**src/rtl/octal_rr_arbiter_if.sv**
```systemverilog
// Request/grant bundle between the eight requesters and the round-robin arbiter.
// The arbiter binds to the slave modport and the requester side to master.
interface octal_rr_arbiter_if;
   logic [7:0] req;
   logic       done;
   logic [7:0] gnt;
   logic [2:0] gnt_idx;
   logic       gnt_valid;
   logic       timeout;

   modport master (
      output req,
      output done,
      input  gnt,
      input  gnt_idx,
      input  gnt_valid,
      input  timeout
   );

   modport slave (
      input  req,
      input  done,
      output gnt,
      output gnt_idx,
      output gnt_valid,
      output timeout
   );
endinterface

```
**src/rtl/octal_rr_arbiter.sv**
```systemverilog
// Eight-way round-robin arbiter with registered one-hot and binary grant outputs.
// Define OCT_ARB_WATCHDOG_EN to build the hold watchdog that revokes grants after MAX_HOLD cycles.
module octal_rr_arbiter #(
   parameter int unsigned MAX_HOLD = 16
) (
   input logic               clk,
   input logic               rst_n,
   octal_rr_arbiter_if.slave bus
);

   typedef enum logic [0:0] {StIdle, StGrant} state_e;

   state_e     state_q;
   logic [2:0] ptr_q;
   logic [2:0] idx_q;
   logic [7:0] gnt_q;
   logic       valid_q;
   logic       timeout_q;

   logic [2:0] win_idx;
   logic [2:0] cand;
   logic       win_found;
   logic       expire;
   logic       release_now;

   // First set request at or after ptr_q, wrapping modulo 8.
   always_comb begin
      win_found = 1'b0;
      win_idx   = 3'd0;
      cand      = 3'd0;
      for (int i = 0; i < 8; i++) begin
         cand = ptr_q + 3'(i);
         if (!win_found && bus.req[cand]) begin
            win_found = 1'b1;
            win_idx   = cand;
         end
      end
   end

`ifdef OCT_ARB_WATCHDOG_EN
   localparam int unsigned CntW = $clog2(MAX_HOLD);

   logic [CntW-1:0] cnt_q;
   logic [CntW-1:0] cnt_d;

   assign cnt_d  = (state_q == StGrant) ? cnt_q + CntW'(1) : '0;
   assign expire = (state_q == StGrant) && (cnt_q == CntW'(MAX_HOLD - 1));

   always_ff @(posedge clk or negedge rst_n) begin
      if (!rst_n) begin
         cnt_q <= '0;
      end else begin
         cnt_q <= cnt_d;
      end
   end
`else
   logic unused_max_hold;
   assign unused_max_hold = ^MAX_HOLD;
   assign expire          = 1'b0;
`endif

   assign release_now = bus.done || !bus.req[idx_q] || expire;

   always_ff @(posedge clk or negedge rst_n) begin
      if (!rst_n) begin
         state_q   <= StIdle;
         ptr_q     <= 3'd0;
         idx_q     <= 3'd0;
         gnt_q     <= 8'h00;
         valid_q   <= 1'b0;
         timeout_q <= 1'b0;
      end else begin
         timeout_q <= 1'b0;
         unique case (state_q)
            StIdle: begin
               if (win_found) begin
                  state_q <= StGrant;
                  gnt_q   <= 8'd1 << win_idx;
                  idx_q   <= win_idx;
                  valid_q <= 1'b1;
                  ptr_q   <= win_idx + 3'd1;
               end
            end
            StGrant: begin
               if (release_now) begin
                  state_q   <= StIdle;
                  gnt_q     <= 8'h00;
                  idx_q     <= 3'd0;
                  valid_q   <= 1'b0;
                  // A done arriving on the expiry cycle is an ordinary release.
                  timeout_q <= expire && !bus.done;
               end
            end
            default: state_q <= StIdle;
         endcase
      end
   end

   assign bus.gnt       = gnt_q;
   assign bus.gnt_idx   = idx_q;
   assign bus.gnt_valid = valid_q;
   assign bus.timeout   = timeout_q;

endmodule

```
**src/flat_wrapper.sv**
```systemverilog
// flat-port wrapper written by rule: the top's interface ports become plain ports
module octal_rr_arbiter_flat 
#(
   parameter int unsigned MAX_HOLD = 16
)
  (clk, rst_n, bus_req, bus_done, bus_gnt, bus_gnt_idx, bus_gnt_valid, bus_timeout);
  octal_rr_arbiter_if bus_i ();
  input logic clk;
  input logic rst_n;
  input wire logic [$bits(bus_i.req)-1:0] bus_req;
  input wire logic [$bits(bus_i.done)-1:0] bus_done;
  output wire logic [$bits(bus_i.gnt)-1:0] bus_gnt;
  output wire logic [$bits(bus_i.gnt_idx)-1:0] bus_gnt_idx;
  output wire logic [$bits(bus_i.gnt_valid)-1:0] bus_gnt_valid;
  output wire logic [$bits(bus_i.timeout)-1:0] bus_timeout;
  assign bus_i.req = bus_req;
  assign bus_i.done = bus_done;
  assign bus_gnt = bus_i.gnt;
  assign bus_gnt_idx = bus_i.gnt_idx;
  assign bus_gnt_valid = bus_i.gnt_valid;
  assign bus_timeout = bus_i.timeout;
  octal_rr_arbiter #(.MAX_HOLD(MAX_HOLD)) u_core (.clk(clk), .rst_n(rst_n), .bus(bus_i));
endmodule
```
**config.mk**
```make
export PLATFORM = sky130hd
export DESIGN_NAME = octal_rr_arbiter_flat
export DESIGN_NICKNAME = d
export VERILOG_FILES = /design/src/rtl/octal_rr_arbiter_if.sv /design/src/rtl/octal_rr_arbiter.sv /design/src/flat_wrapper.sv
export SDC_FILE = /design/constraint.sdc
export NUM_CORES = 1
export LEC_CHECK = 0
export ABC_AREA = 1
export ABC_CLOCK_PERIOD_IN_PS = 3190
export BUFFER_PORTS_ARGS = -buffer_cell sky130_fd_sc_hd__buf_2
export CORE_MARGIN = 8
export CORE_UTILIZATION = 56
export DETAILED_ROUTE_END_ITERATION = 7
export PLACE_DENSITY = 0.79
export SLEW_MARGIN = 0
export SYNTH_ARGS = -nofsm -noshare
export SYNTH_HDL_FRONTEND = slang
export SYNTH_SLANG_ARGS = --single-unit
export TNS_END_PERCENT = 1
```
**constraint.sdc**
```tcl
create_clock -name clk -period 3.19 [get_ports clk]
set_clock_uncertainty 0.1 [all_clocks]
set_input_delay 0.957 -clock clk [delete_from_list [all_inputs] [get_ports clk]]
set_output_delay 0.957 -clock clk [all_outputs]
set_load 0.02 [all_outputs]
```
==> reports/summary.txt, run 1 <==
horizontal extent of the die -> 67.8 um
mean routed wirelength per cell -> 12.9 um
Setup WS post-layout -> 250 ps
global-route wire length before repair -> 6200 um
number of buffers created by CTS -> 3
fill cell total of the finished layout -> 225
GR Overflow Total -> 0
RR Startpoint -> u_core.ptr_q[1]
Ports -> 24
yosys synthesis warning count -> 0
post-detailed-route count of antenna-violating nets -> 0
shortest period the worst path allows -> 2940 ps
Peak Freq -> 340 MHz
vias in the first global route -> 1376
initial antenna violation count -> 0
hold-fix buffers at CTS -> 0
count of buffers added by post-CTS timing repair for setup -> 0
startpoint type of the worst setup path -> register
commonest non-fill, non-tap cell in the layout -> sky130_fd_sc_hd__nand2_1
number of cells produced by synthesis -> 216
Crit Path Class -> reg -> reg
logic depth of the worst register-to-register path -> 19
type of element capturing the critical path -> register
routed vias/inst -> 5.46
final count of pins violating max slew -> 0
clock tree buffer depth -> 2
mean instance size in the synthesized netlist -> 6.96 sq um
run status -> finished clean
maximum number of pins on one net before global-route repair -> 17
part of the Yosys area used for sequential elements -> 26.6%
final net count -> 260
Syn Nets -> 234
top library cells by usage in the layout, fill and taps aside -> 64 x sky130_fd_sc_hd__nand2_1, 36 x sky130_fd_sc_hd__nand3_1, 22 x sky130_fd_sc_hd__buf_2
global routing usage summed across all routing layers -> 17.0%
Site Rows -> 18
Worst EP required -> 3270 ps
maximum level of the CTS H-tree -> 1
GP Congestion -> 1.00
CP max FO -> 8
Clock Latency Late Sink -> 280 ps
share of post-route cells with drive strength above 1 -> 25.4%
clock sinks -> 16
die outline area -> 4600 sq um
data arrival time of the worst path -> 3020 ps
hold worst-path end -> u_core.bus.gnt[7]
Die Y-Extent -> 67.8 um
Post-Place Worst Slack -> -51.0 ps
Final Hold Violating Endpoints -> 0
hold crit path type -> reg -> reg
Worst Hold Launch -> u_core.bus.gnt[7]
number of violations of the max-capacitance limit -> 0
slack of the worst reg-to-reg path -> 250 ps
total vias in the final route -> 1474
clock transition at the register clock pins on the worst setup and hold paths after CTS -> 90 ps
Final HPWL DP -> 2910 um
number of instances on the worst hold path -> 2
cell chosen for the clock root -> sky130_fd_sc_hd__clkbuf_4
setup repair after global routing missed its margin -> false
final setup violation count -> 0
Core ar. -> 2520 sq um
number of input and output port buffers inserted -> 22
final critical-path share of the clock period -> 92.2%
count of inserted antenna diode cells -> 0
area grow syn2layout -> 10.9%
Post-Synthesis Cell Area -> 1500 sq um
initial core utilization -> 59.6%
DR DRC count -> 0
count of cell types in the netlist -> 31
setup total negative slack -> 0 ps
Detailed Route Iter0 Violations -> 84
DR pass1 iterations -> 4
number of storage elements in the synthesis netlist -> 16
detailed-route wire length -> 3480 um
worst reg2reg path endpoint -> u_core.ptr_q[2]
CTS tree -> done
-- stage by stage --
stage / area, sq um / hold slack (ps) / util, % / std cells
after floorplan: 1500 / 464 / - / 216
after global placement: 1640 / 353 / 64.8 / 267
after detailed placement: 1640 / 359 / 64.8 / 267
after CTS: 1660 / 380 / 65.7 / 270
after global routing: 1670 / 403 / 66.1 / 270
final: 1670 / 378 / 66.1 / 270
-- metal layers --
metal	global-route usage, %	vias up	share of wire, %
li1	-	769	-
met1	22.8	662	49
met2	27.6	39	46
met3	3.10	4	4.6
met4	4.60	0	0.78
met5	0	-	0
-- cell families (layout without fill, tap and decap cells) --
family	Yosys count	in the layout	share of synthesized area (%)
AOI/OAI and AO/OA	21	21	7.90
and+or+nand+nor	138	138	45.8
other	1	1	0.249
muxes	2	2	1.33
DFF	16	16	26.6
adders and majority gates	7	7	5.82
xor gates and xnor gates	4	4	3.33
buffers and inverters	27	51	8.90
-- cell usage after synthesis, drive strengths merged --
cell	n	area, sq um
nand3	42	240
xor2	2	32.5
ha	7	87.6
a31oi	3	18.8
xnor2	2	17.5
o21ai	12	60.1
nand2	76	325
mux2i	2	20.0
a21oi	3	15.0
o221ai	2	17.5
nor3	1	5.00
conb	1	3.75
inv	20	75.1
clkinv	2	12.5
dfrtp	16	400
buf	5	46.3
nor2	12	71.3
a21boi	1	7.51
nand4	4	25.0
nand3b	3	22.5
-- cell type report --
| cell class | count | area, sq um | area share (%) |
|---|---|---|---|
| sequential | 16 | 400 | 24.0 |
| timing repair buffer | 26 | 140 | 8.40 |
| clock buffer | 3 | 22.5 | 1.35 |
| inverter | 22 | 90.1 | 5.40 |
| multi-input combinational | 173 | 977 | 58.6 |
| tap | 30 | 37.5 | 2.25 |
-- worst max-delay path, cell delays in order (launching register included) --
cell,delay [ps]
sky130_fd_sc_hd__dfrtp_1,400
sky130_fd_sc_hd__inv_2,70
sky130_fd_sc_hd__ha_2,340
sky130_fd_sc_hd__inv_4,100
sky130_fd_sc_hd__nand3_1,110
sky130_fd_sc_hd__nand2_2,100
sky130_fd_sc_hd__nor2_1,60
sky130_fd_sc_hd__a31oi_1,280
sky130_fd_sc_hd__inv_2,110
sky130_fd_sc_hd__nor2_8,160
sky130_fd_sc_hd__nand3_2,100
sky130_fd_sc_hd__nand2_1,70
sky130_fd_sc_hd__inv_1,40
sky130_fd_sc_hd__nand2_1,70
sky130_fd_sc_hd__nand2_1,100
sky130_fd_sc_hd__inv_1,100
sky130_fd_sc_hd__ha_1,180
sky130_fd_sc_hd__ha_1,230
sky130_fd_sc_hd__nand2_1,60
sky130_fd_sc_hd__o21ai_1,50
-- flip-flops by register name, summed over array words and instances, names as in the netlist --
signal and count:
u_core.bus.gnt_valid 1, u_core.bus.gnt_idx 3, u_core.state_q 1, u_core.bus.gnt 8
u_core.ptr_q 3
-- worst max path at each step --
stage | end | startpoint | slack [ps] | cells after the start
2_1_floorplan | u_core.ptr_q[2] | u_core.ptr_q[1] | 330 | 23
3_3_place_gp | u_core.ptr_q[2] | bus_req[6] | 20 | 18
3_5_place_dp | u_core.ptr_q[2] | bus_req[6] | -50 | 18
4_1_cts | u_core.ptr_q[2] | u_core.ptr_q[0] | 130 | 19
5_1_grt | u_core.ptr_q[2] | u_core.ptr_q[1] | 30 | 21
6_report | u_core.ptr_q[2] | u_core.ptr_q[1] | 250 | 19
-- timing repair --
item	in CTS	in global routing
endpoints found under the hold margin	0	0
endpoints found under the setup margin	0	2
gates resized for setup	0	4
Power of run 1 is not shown: default switching activity piles up to over one toggle a cycle in this logic, so the estimate is an artifact.
==> run 2: changes to the inputs <==
--- a/config.mk
+++ b/config.mk
@@ -5,13 +5,12 @@
 export SDC_FILE = /design/constraint.sdc
 export NUM_CORES = 1
 export LEC_CHECK = 0
-export ABC_AREA = 1
 export ABC_CLOCK_PERIOD_IN_PS = 3190
 export BUFFER_PORTS_ARGS = -buffer_cell sky130_fd_sc_hd__buf_2
 export CORE_MARGIN = 8
-export CORE_UTILIZATION = 56
+export CORE_UTILIZATION = 57
 export DETAILED_ROUTE_END_ITERATION = 7
-export PLACE_DENSITY = 0.79
+export PLACE_DENSITY = 0.8
 export SLEW_MARGIN = 0
 export SYNTH_ARGS = -nofsm -noshare
 export SYNTH_HDL_FRONTEND = slang
==> run 2 against run 1 <==
Net effect: clock-buffer cell count increased by 1; setup slack got worse by 160 ps; maximum frequency decreased by 5.2%; die area increased by 6.8%.
==> reports/summary.txt, run 2 <==
DR DRC count -> 0 (unchanged)
number of buffers created by CTS -> 3 (unchanged)
cell chosen for the clock root -> sky130_fd_sc_hd__clkbuf_4
commonest non-fill, non-tap cell in the layout -> sky130_fd_sc_hd__buf_4
setup repair after global routing missed its margin -> false
fin cells -> 264 (-2.2%)
type of element capturing the critical path -> register
global-route wire length before repair -> 8130 um (+31%)
area of combinational cells with multiple inputs -> 1280 sq um (+31%)
hold crit path type -> reg -> reg
count of inserted antenna diode cells -> 0 (unchanged)
area share of the largest cell type after synthesis -> 24.0% (-2.6 points)
post-detailed-route count of antenna-violating nets -> 0 (unchanged)
number of input and output port buffers inserted -> 22 (unchanged)
flip-flop count of the largest register after layout -> 8 (unchanged)
final setup violation count -> 0 (unchanged)
Detailed Route Iter0 Violations -> 133 (+58%)
FF/Latch Area -> 402 sq um (+0.31%)
initial antenna violation count -> 0 (unchanged)
area grow syn2layout -> 34.4%
final critical-path share of the clock period -> 97.2% (+5.0 points)
top library cells by usage in the layout, fill and taps aside -> 44 x sky130_fd_sc_hd__buf_4, 28 x sky130_fd_sc_hd__nand2_1, 22 x sky130_fd_sc_hd__buf_2
detailed-route wire length -> 4950 um (+42%)
Final HPWL DP -> 4050 um (+39%)
number of storage elements in the synthesis netlist -> 16 (unchanged)
share of post-route cells with drive strength above 1 -> 48.1% (+23 points)
hold-fix buffers at CTS -> 0 (unchanged)
proportion of synthesized flip-flops having asynchronous set or reset -> 100% (unchanged)
Post-Place Cells -> 258 (-3.4%)
GR Overflow Total -> 0 (unchanged)
yosys synthesis warning count -> 0 (unchanged)
slowest cell on the critical path -> sky130_fd_sc_hd__mux4_2
clock tree buffer depth -> 2 (unchanged)
run status -> finished clean
CTS tree -> done
data arrival time of the worst path -> 3200 ps (+180 ps)
number of cells produced by synthesis -> 172 (-20%)
count leader, synth -> sky130_fd_sc_hd__nand2_1
most frequent cell on the critical path -> sky130_fd_sc_hd__buf_4
main flop type after synthesis -> sky130_fd_sc_hd__dfrtp_1
fill cell total of the finished layout -> 174 (-23%)
shortest period the worst path allows -> 3100 ps (+160 ps)
number of violations of the max-capacitance limit -> 0 (unchanged)
EDFF count, synth -> 0 (unchanged)
Crit Path Class -> in -> reg
GP Congestion -> 0.954 (-5.0%)
clock transition at the register clock pins on the worst setup and hold paths after CTS -> 100 ps (about the same)
cell breakdown of the critical path -> buf_2 > mux2i_1 > mux4_2 > a32o_2 > nand2_1 > buf_4 > o22ai_1 > or2_4 > buf_4 > ha_2 > a22o_1
final hold slack -> 394 ps (+16.0 ps)
die outline area -> 4910 sq um (+6.8%)
count of cell types in the netlist -> 49 (+58%)
Worst EP required -> 3280 ps (about the same)
DR pass1 iterations -> 4 (unchanged)
final net count -> 252 (-3.1%)
Post-Synthesis Cell Area -> 1670 sq um (+11%)
Site Rows -> 19 (+1)
Ports -> 24 (unchanged)
final count of pins violating max slew -> 0 (unchanged)
part of the Yosys area used for sequential elements -> 24.0% (-2.6 points)
mean routed wirelength per cell -> 18.7 um (+46%)
cell family with the largest share of critical-path delay -> multiplexers
Core ar. -> 2760 sq um (+9.3%)
Die Y-Extent -> 70.1 um (+3.3%)
Syn Nets -> 190 (-19%)
vias in the first global route -> 1686 (+23%)
total buffers and inverters traversed by the critical path -> 3 (-2)
maximum number of pins on one net before global-route repair -> 18 (+1)
library cell with the largest summed area after synthesis -> sky130_fd_sc_hd__dfrtp_1
startpoint type of the worst setup path -> input pin
total vias in the final route -> 1660 (+13%)
maximum level of the CTS H-tree -> 1 (unchanged)
Worst path max stage delay -> 520 ps (+120 ps)
Final Hold Violating Endpoints -> 0 (unchanged)
mean instance size in the synthesized netlist -> 9.70 sq um (+39%)
horizontal extent of the die -> 70.1 um (+3.3%)
biggest area contributors in the synthesized netlist -> sky130_fd_sc_hd__dfrtp_1 24%, sky130_fd_sc_hd__mux4_2 16%, sky130_fd_sc_hd__mux2i_1 9.0%, sky130_fd_sc_hd__nand2_1 6.3%, sky130_fd_sc_hd__ha_1 5.3%
clock sinks -> 16 (unchanged)
most instantiated cells after synthesis -> 28 x sky130_fd_sc_hd__nand2_1, 16 x sky130_fd_sc_hd__dfrtp_1, 15 x sky130_fd_sc_hd__mux2i_1
initial core utilization -> 60.5% (+0.86 points)
CP max FO -> 8 (unchanged)
Clock Latency Late Sink -> 290 ps (about the same)
routed vias/inst -> 6.29 (+15%)
Peak Freq -> 322 MHz (-5.2%)
global routing usage summed across all routing layers -> 20.0% (+3.0 points)
[run 2: final timing paths]
| check | slack (ps) | from | depth (start not counted) | endpoint |
|---|---|---|---|---|
| max | 90 | bus_req[4] | 11 | u_core.bus.gnt[2] |
| min | 390 | u_core.bus.gnt[5] | 2 | u_core.bus.gnt[5] |
| max reg2reg | 170 | u_core.ptr_q[0] | 12 | u_core.ptr_q[2] |
| min reg2reg | 390 | u_core.bus.gnt[5] | 2 | u_core.bus.gnt[5] |
| max in group asynchronous | 2240 | rst_n | 1 | u_core.ptr_q[0] |
| min in group asynchronous | 460 | rst_n | 1 | u_core.bus.gnt[3] |
[run 2: worst min-delay path: stages, from the launching register on]
cell and delay, ps:
sky130_fd_sc_hd__dfrtp_1 350, sky130_fd_sc_hd__nand3_1 60, sky130_fd_sc_hd__nand2_1 60
[run 2: through the flow]
stage / setup slack [ps] / util, % / area [sq um] / TNS [ps]
after floorplan: -25.8 / - / 1780 / -59.6
after global placement: -237 / 78.7 / 2170 / -1900
after detailed placement: -275 / 78.7 / 2170 / -2340
after CTS: 50.8 / 80.0 / 2210 / 0
after global routing: 3.00 / 81.3 / 2240 / 0
final: 89.2 / 81.3 / 2240 / 0
[run 2: final cells by class]
cell class / count / share of cell area, %
well taps: 31 / 1.73
inverters: 5 / 1.06
flip-flops and latches: 16 / 17.9
repair buffers: 67 / 20.5
clock buffers: 4 / 1.62
multi-input cells: 141 / 57.1
[run 2: cell families (layout without fill, tap and decap cells)]
kind of cell | count (synthesis) | after routing | synth area share, %
buffers and inverters | 15 | 76 | 5.55
multiplexers | 33 | 33 | 29.3
AND/OR/NAND/NOR | 62 | 62 | 17.3
other | 1 | 1 | 0.225
adder cells (fa/ha/maj) | 7 | 7 | 5.25
XOR/XNOR | 2 | 2 | 1.05
flip-flops | 16 | 16 | 24.0
AO/OA/AOI/OAI | 36 | 36 | 17.4
[run 2: repair_timing]
item                                    4_1_cts  5_1_grt
resized for setup                             0        5
endpoints found under the setup margin        0       11
setup buffers                                 0        2
[run 2: routing by layer]
layer / part of all wire, % / track usage (%)
met1: 41 / 25.3
met2: 51 / 34.2
met3: 7.5 / 4.80
met4: 0.30 / 3.13
met5: 0 / 0
Power of run 2 is left out for the same reason.
==> run 3: changes to the inputs <==
--- a/config.mk
+++ b/config.mk
@@ -5,7 +5,7 @@
 export SDC_FILE = /design/constraint.sdc
 export NUM_CORES = 1
 export LEC_CHECK = 0
-export ABC_CLOCK_PERIOD_IN_PS = 3190
+export ABC_CLOCK_PERIOD_IN_PS = 3250
 export BUFFER_PORTS_ARGS = -buffer_cell sky130_fd_sc_hd__buf_2
 export CORE_MARGIN = 8
 export CORE_UTILIZATION = 57
==> constraint.sdc (replaced) <==
create_clock -name clk -period 3.25 [get_ports clk]
set_clock_uncertainty 0.1 [all_clocks]
set_input_delay 0.975 -clock clk [delete_from_list [all_inputs] [get_ports clk]]
set_output_delay 0.975 -clock clk [all_outputs]
set_load 0.02 [all_outputs]
==> run 3 against run 2 <==
Net effect: via count grew 5.0%; setup slack gained 3.2 ps; wire length grew 5.0%; non-clock buffer count grew 6.
==> reports/summary.txt, run 3 (synthesis results as in run 2) <==
clock transition at the register clock pins on the worst setup and hold paths after CTS -> 90 ps (about the same)
maximum number of pins on one net before global-route repair -> 19 (+1)
maximum level of the CTS H-tree -> 1 (unchanged)
global routing usage summed across all routing layers -> 20.5% (+0.51 points)
total vias in the final route -> 1743 (+5.0%)
Die Y-Extent -> 70.1 um (unchanged)
Detailed Route Iter0 Violations -> 204 (+53%)
DR pass1 iterations -> 4 (unchanged)
Clock Latency Late Sink -> 300 ps (about the same)
Worst EP required -> 3350 ps (+70 ps)
DR DRC count -> 0 (unchanged)
Final Hold Violating Endpoints -> 0 (unchanged)
Final Util -> 83.3% (+2.0 points)
detailed-route wire length -> 5190 um (+5.0%)
cell chosen for the clock root -> sky130_fd_sc_hd__clkbuf_4
CP max FO -> 5 (-3)
final setup violation count -> 0 (unchanged)
type of element capturing the critical path -> register
final net count -> 258 (+2.4%)
number of violations of the max-capacitance limit -> 0 (unchanged)
CTS tree -> done
number of instances on the worst hold path -> 2 (unchanged)
Site Rows -> 19 (unchanged)
fill cell total of the finished layout -> 148 (-15%)
clock sinks -> 16 (unchanged)
data arrival time of the worst path -> 3250 ps (+50 ps)
flip-flop count of the largest register after layout -> 8 (unchanged)
number of buffers created by CTS -> 3 (unchanged)
routed vias/inst -> 6.46 (+2.7%)
global-route wire length before repair -> 8360 um (+2.9%)
vias in the first global route -> 1780 (+5.6%)
mean routed wirelength per cell -> 19.2 um (+2.6%)
shortest period the worst path allows -> 3160 ps
startpoint type of the worst setup path -> register
commonest non-fill, non-tap cell in the layout -> sky130_fd_sc_hd__buf_4
Core ar. -> 2760 sq um (unchanged)
final critical-path share of the clock period -> 97.2%
post-detailed-route count of antenna-violating nets -> 0 (unchanged)
horizontal extent of the die -> 70.1 um (unchanged)
number of input and output port buffers inserted -> 22 (unchanged)
Peak Freq -> 317 MHz
Crit Path Class -> reg -> reg
initial core utilization -> 60.5% (unchanged)
GP Congestion -> 0.971 (+1.8%)
die outline area -> 4910 sq um (unchanged)
hold-fix buffers at CTS -> 0 (unchanged)
Ports -> 24 (unchanged)
Final HPWL DP -> 4010 um (-0.87%)
top library cells by usage in the layout, fill and taps aside -> 50 x sky130_fd_sc_hd__buf_4, 28 x sky130_fd_sc_hd__nand2_1, 22 x sky130_fd_sc_hd__buf_2
final count of pins violating max slew -> 0 (unchanged)
clock tree buffer depth -> 2 (unchanged)
share of post-route cells with drive strength above 1 -> 50.2% (+2.1 points)
count of inserted antenna diode cells -> 0 (unchanged)
FF/Latch Area -> 400 sq um (-0.31%)
logic depth of the worst register-to-register path -> 10 (-2)
area of combinational cells with multiple inputs -> 1290 sq um (+1.1%)
initial antenna violation count -> 0 (unchanged)
GR Overflow Total -> 0 (unchanged)
run status -> finished clean
hold crit path type -> reg -> reg
area grow syn2layout -> 37.7%
[run 3: final cells by class]
cell class                      count  area share (%)
Sequential cell                    16            17.4
Multi-Input combinational cell    141            56.3
Inverter                            5           0.926
Clock buffer                        4            1.58
Timing Repair Buffer               73            22.0
Tap cell                           31            1.69
[run 3: metal layers]
| metal | part of all wire (%) | wire length [um] | global-route usage, % | vias up |
|---|---|---|---|---|
| met5 | 0 | 0 | 0 | - |
| li1 | - | - | - | 798 |
| met2 | 50 | 2570 | 33.7 | 87 |
| met3 | 7.2 | 372 | 3.81 | 22 |
| met4 | 4.4 | 229 | 11.6 | 0 |
| met1 | 39 | 2020 | 24.5 | 836 |
[run 3: worst max-delay path: stages, from the launching register on]
cell	delay, ps
sky130_fd_sc_hd__dfrtp_1	410
sky130_fd_sc_hd__inv_2	70
sky130_fd_sc_hd__ha_4	310
sky130_fd_sc_hd__mux4_2	580
sky130_fd_sc_hd__mux2i_1	290
sky130_fd_sc_hd__o21ai_0	160
sky130_fd_sc_hd__a311oi_1	370
sky130_fd_sc_hd__a22oi_2	190
sky130_fd_sc_hd__buf_4	160
sky130_fd_sc_hd__ha_1	210
sky130_fd_sc_hd__a22o_1	200
[run 3: path summary, 6_finish.rpt]
path / start / end / slack (ps)
max in group asynchronous: rst_n / u_core.bus.gnt_idx[2] / 2330
max reg2reg: u_core.ptr_q[0] / u_core.bus.gnt[1] / 90
min in group asynchronous: rst_n / u_core.bus.gnt[1] / 460
max: u_core.ptr_q[0] / u_core.bus.gnt[1] / 90
min reg2reg: u_core.bus.gnt_valid / u_core.bus.gnt_valid / 380
min: u_core.bus.gnt_valid / u_core.bus.gnt_valid / 380
[run 3: repair_timing]
item                                    4_1_cts  5_1_grt
endpoints found under the setup margin        0        6
gates resized for setup                       0        9
buffers inserted                              0        8
[run 3: stage by stage]
step,cell area (sq um),TNS [ps],instances,hold WS (ps),setup slack [ps]
after floorplan,1760,0,172,431,6.40
after global placement,2160,-902,258,353,-170
after detailed placement,2160,-2060,258,364,-281
after CTS,2190,0,262,384,25.2
after global routing,2300,-53.6,270,422,-26.8
final,2300,0,270,382,92.4
Power of run 3 is left out for the same reason.
